File: config.mk
export PLATFORM = sky130hd
export DESIGN_NAME = prog_loader
export DESIGN_NICKNAME = d
export VERILOG_FILES = /design/src/rtl/prog_loader.sv
export SDC_FILE = /design/constraint.sdc
export NUM_CORES = 1
export LEC_CHECK = 0
export CORE_ASPECT_RATIO = 1.5
export CORE_MARGIN = 2
export CORE_UTILIZATION = 34
export DETAILED_ROUTE_END_ITERATION = 8
export GPL_TIMING_DRIVEN = 0
export PLACE_DENSITY = 0.52
export SLEW_MARGIN = 30
export SYNTH_ARGS = -nofsm -noshare
export SYNTH_HDL_FRONTEND = slang
export SYNTH_SLANG_ARGS = --single-unit
File: constraint.sdc
create_clock -name clk -period 2.8 [get_ports clk]
set_input_delay 0.56 -clock clk [delete_from_list [all_inputs] [get_ports clk]]
set_output_delay 0.56 -clock clk [all_outputs]
set_load 0.01 [all_outputs]
File: src/rtl/prog_loader.sv
// Serial boot loader: receives a framed program over 8N1 UART, writes it into
// program RAM from address 0x00, verifies a mod-256 checksum and then releases
// the CPU. Frame: SYNC_BYTE, LEN (0 = 256), LEN data bytes, SUM.
module prog_loader #(
    parameter int          CLKS_PER_BIT = 16,
    parameter logic [7:0]  SYNC_BYTE    = 8'hA5
) (
    input  logic       clk,
    input  logic       rst,
    input  logic       rx,
    output logic       ram_we,
    output logic [7:0] ram_addr,
    output logic [7:0] ram_wdata,
    output logic       cpu_hold,
    output logic       load_done,
    output logic       load_err,
    output logic [2:0] state_dbg
);

    localparam int CW = (CLKS_PER_BIT > 1) ? $clog2(CLKS_PER_BIT) : 1;
    localparam logic [CW-1:0] CNT_HALF = CW'(CLKS_PER_BIT / 2 - 1);
    localparam logic [CW-1:0] CNT_FULL = CW'(CLKS_PER_BIT - 1);

    typedef enum logic [1:0] {
        RX_IDLE  = 2'd0,
        RX_START = 2'd1,
        RX_DATA  = 2'd2,
        RX_STOP  = 2'd3
    } rx_state_t;

    typedef enum logic [2:0] {
        LD_WAIT_SYNC = 3'd0,
        LD_GET_LEN   = 3'd1,
        LD_GET_DATA  = 3'd2,
        LD_GET_SUM   = 3'd3,
        LD_RUN       = 3'd4
    } ld_state_t;

    // UART receiver state
    logic          rx_s1_q, rx_s2_q, rx_s3_q;
    rx_state_t     rx_state_q;
    logic [CW-1:0] cnt_q;
    logic [2:0]    bit_cnt_q;
    logic [7:0]    shift_q;
    logic          byte_vld_q;
    logic          frm_err_q;
    logic [7:0]    byte_q;

    // Loader state
    ld_state_t     state_q;
    logic [8:0]    len_rem_q;
    logic [7:0]    sum_q;
    logic          ram_we_q;
    logic [7:0]    ram_addr_q;
    logic [7:0]    ram_wdata_q;
    logic          cpu_hold_q;
    logic          load_done_q;
    logic          load_err_q;

    // Synchronise rx, find the start edge, sample mid-bit and emit one byte or framing error pulse
    always_ff @(posedge clk) begin
        if (rst) begin
            rx_s1_q    <= 1'b1;
            rx_s2_q    <= 1'b1;
            rx_s3_q    <= 1'b1;
            rx_state_q <= RX_IDLE;
            cnt_q      <= '0;
            bit_cnt_q  <= '0;
            shift_q    <= '0;
            byte_vld_q <= 1'b0;
            frm_err_q  <= 1'b0;
            byte_q     <= '0;
        end else begin
            rx_s1_q    <= rx;
            rx_s2_q    <= rx_s1_q;
            rx_s3_q    <= rx_s2_q;
            byte_vld_q <= 1'b0;
            frm_err_q  <= 1'b0;
            case (rx_state_q)
                RX_IDLE: begin
                    // A true falling edge is required, so a low line left by a bad stop bit does not retrigger
                    if (rx_s3_q && !rx_s2_q) begin
                        rx_state_q <= RX_START;
                        cnt_q      <= '0;
                    end
                end
                RX_START: begin
                    if (cnt_q == CNT_HALF) begin
                        cnt_q     <= '0;
                        bit_cnt_q <= '0;
                        // Line back high at mid start bit means a glitch
                        rx_state_q <= rx_s2_q ? RX_IDLE : RX_DATA;
                    end else begin
                        cnt_q <= cnt_q + 1'b1;
                    end
                end
                RX_DATA: begin
                    if (cnt_q == CNT_FULL) begin
                        cnt_q   <= '0;
                        shift_q <= {rx_s2_q, shift_q[7:1]};
                        if (bit_cnt_q == 3'd7) begin
                            rx_state_q <= RX_STOP;
                        end else begin
                            bit_cnt_q <= bit_cnt_q + 1'b1;
                        end
                    end else begin
                        cnt_q <= cnt_q + 1'b1;
                    end
                end
                RX_STOP: begin
                    if (cnt_q == CNT_FULL) begin
                        cnt_q      <= '0;
                        rx_state_q <= RX_IDLE;
                        if (rx_s2_q) begin
                            byte_vld_q <= 1'b1;
                            byte_q     <= shift_q;
                        end else begin
                            frm_err_q <= 1'b1;
                        end
                    end else begin
                        cnt_q <= cnt_q + 1'b1;
                    end
                end
                default: rx_state_q <= RX_IDLE;
            endcase
        end
    end

    // Frame parser: length, RAM writes, checksum and CPU hold/release
    always_ff @(posedge clk) begin
        if (rst) begin
            state_q     <= LD_WAIT_SYNC;
            len_rem_q   <= '0;
            sum_q       <= '0;
            ram_we_q    <= 1'b0;
            ram_addr_q  <= '0;
            ram_wdata_q <= '0;
            cpu_hold_q  <= 1'b1;
            load_done_q <= 1'b0;
            load_err_q  <= 1'b0;
        end else begin
            load_done_q <= 1'b0;
            // Address advances the cycle after each write, so it wraps to 0x00 after a 256-byte image
            if (ram_we_q) begin
                ram_we_q   <= 1'b0;
                ram_addr_q <= ram_addr_q + 1'b1;
            end
            if (frm_err_q && (state_q != LD_RUN)) begin
                load_err_q <= 1'b1;
                state_q    <= LD_WAIT_SYNC;
            end else if (byte_vld_q) begin
                case (state_q)
                    LD_WAIT_SYNC: begin
                        if (byte_q == SYNC_BYTE) begin
                            state_q    <= LD_GET_LEN;
                            load_err_q <= 1'b0;
                            sum_q      <= '0;
                            ram_addr_q <= '0;
                        end
                    end
                    LD_GET_LEN: begin
                        len_rem_q <= (byte_q == 8'h00) ? 9'd256 : {1'b0, byte_q};
                        state_q   <= LD_GET_DATA;
                    end
                    LD_GET_DATA: begin
                        ram_we_q    <= 1'b1;
                        ram_wdata_q <= byte_q;
                        sum_q       <= sum_q + byte_q;
                        len_rem_q   <= len_rem_q - 1'b1;
                        if (len_rem_q == 9'd1) begin
                            state_q <= LD_GET_SUM;
                        end
                    end
                    LD_GET_SUM: begin
                        if (byte_q == sum_q) begin
                            state_q     <= LD_RUN;
                            load_done_q <= 1'b1;
                            cpu_hold_q  <= 1'b0;
                        end else begin
                            load_err_q <= 1'b1;
                            state_q    <= LD_WAIT_SYNC;
                        end
                    end
                    LD_RUN: begin
                        if (byte_q == SYNC_BYTE) begin
                            cpu_hold_q <= 1'b1;
                            load_err_q <= 1'b0;
                            sum_q      <= '0;
                            ram_addr_q <= '0;
                            state_q    <= LD_GET_LEN;
                        end
                    end
                    default: state_q <= LD_WAIT_SYNC;
                endcase
            end
        end
    end

    assign ram_we    = ram_we_q;
    assign ram_addr  = ram_addr_q;
    assign ram_wdata = ram_wdata_q;
    assign cpu_hold  = cpu_hold_q;
    assign load_done = load_done_q;
    assign load_err  = load_err_q;
    assign state_dbg = state_q;

endmodule
==> metrics <==
Required @ worst endpoint=3.06 ns; Iter 0 DRT Violations=135; Int Power=1.710 mW; first-pass GRT wire length=13900 µm; Hold Path Sink=rx_s2_q$_SDFF_PP1_; simple-gate portion of the synthesized area=23.98%; cell count after synthesis=391; core area=0.009634 mm²; Rel. slew slack=40.37%; CP max stage delay=0.64 ns; largest net degree at the start of global routing=11; final slew viol count=0; R2R Setup Slk=0.47 ns; PD cells=530.8 mW/mm²; via count=2879; crit-path leading delay family=simple AND/OR/NAND/NOR gates; Clock Skew=0.009779 ns; total track usage=16.30%; most numerous cell in the Yosys netlist=dfxtp_1; CP cell instances=or4_1, nor3_2, o211ai_1, buf_2, or3b_1, a21oi_1; CTS clk-pin slew, worst paths=0.05 ns; mux contribution to synthesized area=6.580%; compound-cell area share of the yosys netlist=15.99%; HP Class=flip-flop to flip-flop; Synth area leaders=dfxtp_1 42%, mux2i_1 6.2%, nor2_1 6.1%, a21oi_1 5.2%, ha_1 4.8%; nets=443; I/O Pins=26; Max-Cap Viols=0; Syn Std Cell Area=0.003366 mm²; drt wl/cell=15.04 µm; DRT Pass-1 Iters=4; Routed Antenna Nets=0; R2R depth=6; DRC viols=0; Top Usage Layer GRT=met2; largest family of logic cells by synthesized area=simple AND/OR/NAND/NOR gates; Post-Synth Adder-Cell Area=5.428%; slowest CP cell=or4_1; initial antenna violation count=0; GR Util met2=30.06%; Synth cell types=53; LEAKAGE=1.558 nW; Fin. Hold Viols=0; row cnt=44; post-CTS setup repair buffer count=0; GP Congestion=0.8179; Crit Path Class=flip-flop to flip-flop; fmax=429.9 MHz; minimum clock period=2.326 ns; final wirelength=8167 µm; Sw Ratio=20.02%; P_sw=0.4280 mW; width of the die=85.24 µm; post-synthesis async set-or-reset flop share=0%; clock power share=51.0%; status=finished clean; vias in the first global route=2859; PostCTS Resize Cnt=0; DIE HEIGHT=125.9 µm; Crit Reg-Reg Startpoint=byte_q[1]$_SDFFE_PP0P_; Net Count, Synth=408; CP max FO=10; final core utilization=41.81%; Clock Root Buffer=clkbuf_16; port bufs=24; die area=0.01073 mm²; Setup TNS Final=0 ns; clk_lat worst skew=0.34 ns; met1 GRT Util=17.81%; Hold Path Cell Cnt=1; EDFF count, synth=0; share of cells above drive strength 1=6.776%; Synth Area in XOR/XNOR=2.862%; fin crit share=83.07%; synthesized area per cell=8.608 µm²; part of the power in registers=47.0%; met3 usage=2.818%; grt total ovfl=0; Max H-tree Level=3; Comb pwr share=2.0%; area added between synthesis and finish=19.67%; Yosys top cell by area=dfxtp_1; Initial Utilization=34.94%; Primary FF master, synth=dfxtp_1; Crit. End Element=flip-flop; YS warnings=0; critical path arrival=2.59 ns; CTS tree=yes; Tightest Pin Transition=0.8925 ns; number of CTS-inserted buffers=9; DR vias/cell=5.302; CTS Buffer Depth=2; crit path buf inv count=1; top-area cell type share of the netlist area=41.64%; hold_buf cts=0; clk sinks=70; crit start category=flip-flop; Setup violations, final=0; Antenna Cells=0; synth cell count leaders=70 x dfxtp_1, 55 x nor2_1, 39 x nand2_1, 35 x a21oi_1, 21 x mux2i_1; sequential area share after synthesis=41.64%; Hold Path Origin=rx_s1_q$_SDFF_PP1_; RSZ-0062 raised after global routing=no; Reg-to-Reg End=sum_q[1]$_SDFFE_PP0P_; DP Wirelength=5990 µm; post-synthesis register bit count=70; Worst VDD drop=338.3 µV
==> area by class of cell <==
| class | instances | area (µm²) |
|---|---|---|
| well taps | 115 | 143.9 |
| clock inverters | 2 | 35.03 |
| clock buffers | 11 | 242.7 |
| multi-input cells | 293 | 1846 |
| flip-flops and latches | 70 | 1401 |
| fillers | 970 | 5607 |
| plain buffers | 22 | 96.34 |
| inverters | 6 | 22.52 |
| repair buffers | 24 | 240.2 |
==> flip-flops by register name (all words and copies together), names as in the netlist, 3 cells and up, named ones only <==
name	flops
len_rem_q	9
byte_q	8
ram_addr	8
ram_wdata	8
shift_q	8
sum_q	8
cnt_q	4
bit_cnt_q	3
state_dbg	3
==> worst reg2reg max path: stages (launching register included) <==
cell and delay, ns:
dfxtp_1 0.40, or4_1 0.64, nor3_2 0.23, o211ai_1 0.21, buf_2 0.26, or3b_1 0.36
a21oi_1 0.15
==> logic make-up (layout without fill, tap and decap cells) <==
family,count (synthesis),after routing
AOI/OAI and AO/OA,87,87
xor gates and xnor gates,11,11
adders and majority gates,14,14
buffers and inverters,28,65
DFF,70,70
muxes,22,22
and+or+nand+nor,159,159
==> metrics by stage <==
step	setup WS (ns)	cells	total power [mW]	instance area, µm²	hold slack, ns
after global placement	0.4977	530	1.069	3750	0.3942
after global routing	0.3518	543	2.210	4028	0.4501
final	0.4740	543	2.138	4028	0.4131
after floorplan	0.8012	391	1.053	3366	0.3895
after CTS	0.4577	543	2.167	4028	0.4151
after detailed placement	0.4928	530	1.069	3750	0.3997
==> worst max path at each step <==
stage               cells past startpoint                       from  slack, ns                         to
floorplan                               6  state_dbg[0]$_SDFFE_PP0P_       0.80      sum_q[6]$_SDFFE_PP0P_
global placement                        6  state_dbg[1]$_SDFFE_PP0P_       0.50  state_dbg[2]$_SDFFE_PP0P_
detailed placement                      6  len_rem_q[0]$_SDFFE_PP0P_       0.49  state_dbg[0]$_SDFFE_PP0P_
CTS                                     6  len_rem_q[0]$_SDFFE_PP0P_       0.46  state_dbg[0]$_SDFFE_PP0P_
global route                            6     byte_q[1]$_SDFFE_PP0P_       0.35      sum_q[1]$_SDFFE_PP0P_
finish                                  6     byte_q[1]$_SDFFE_PP0P_       0.47      sum_q[1]$_SDFFE_PP0P_
==> cells in the final DEF, fill, tap and decap left out, drive strengths merged, types with 2 or more instances in the layout <==
cell and count:
a31oi 2, a21o 5, a22oi 5, nand2b 2, o31a 2, nand3 4, or3 5, o211ai 3
buf 6, nor2 55, a21oi 35, nor4 2, clkbuf 27, a311oi 2, or4 8, inv 6
nand3b 3, nor3 7, xor2 6, or2 3, clkdlybuf4s50 24, o21bai 2, nand4 6, or3b 6
o21ai 17, mux2i 21, a21boi 3, ha 13, nor3b 4, and3 2, and3b 3, o31ai 3
a211oi 3, xnor2 5, nor2b 3, dfxtp 70, nand2 39, and2 3
==> per-layer routing <==
layer	routed length, µm	share of wire [%]
met1	3390	42
met3	244	3.0
met4	159	1.9
met5	0	0
met2	4374	54
==> power groups by stage <==
stage,clock network (mW),registers (mW),logic (mW)
after global routing,1.16,1.00,0.0491
after detailed placement,0,1.03,0.0438
final,1.09,1.00,0.0430
after CTS,1.12,1.00,0.0440
after global placement,0,1.03,0.0438
after floorplan,0,1.02,0.0292
No activity file was read; power rests on OpenSTA's default activity.
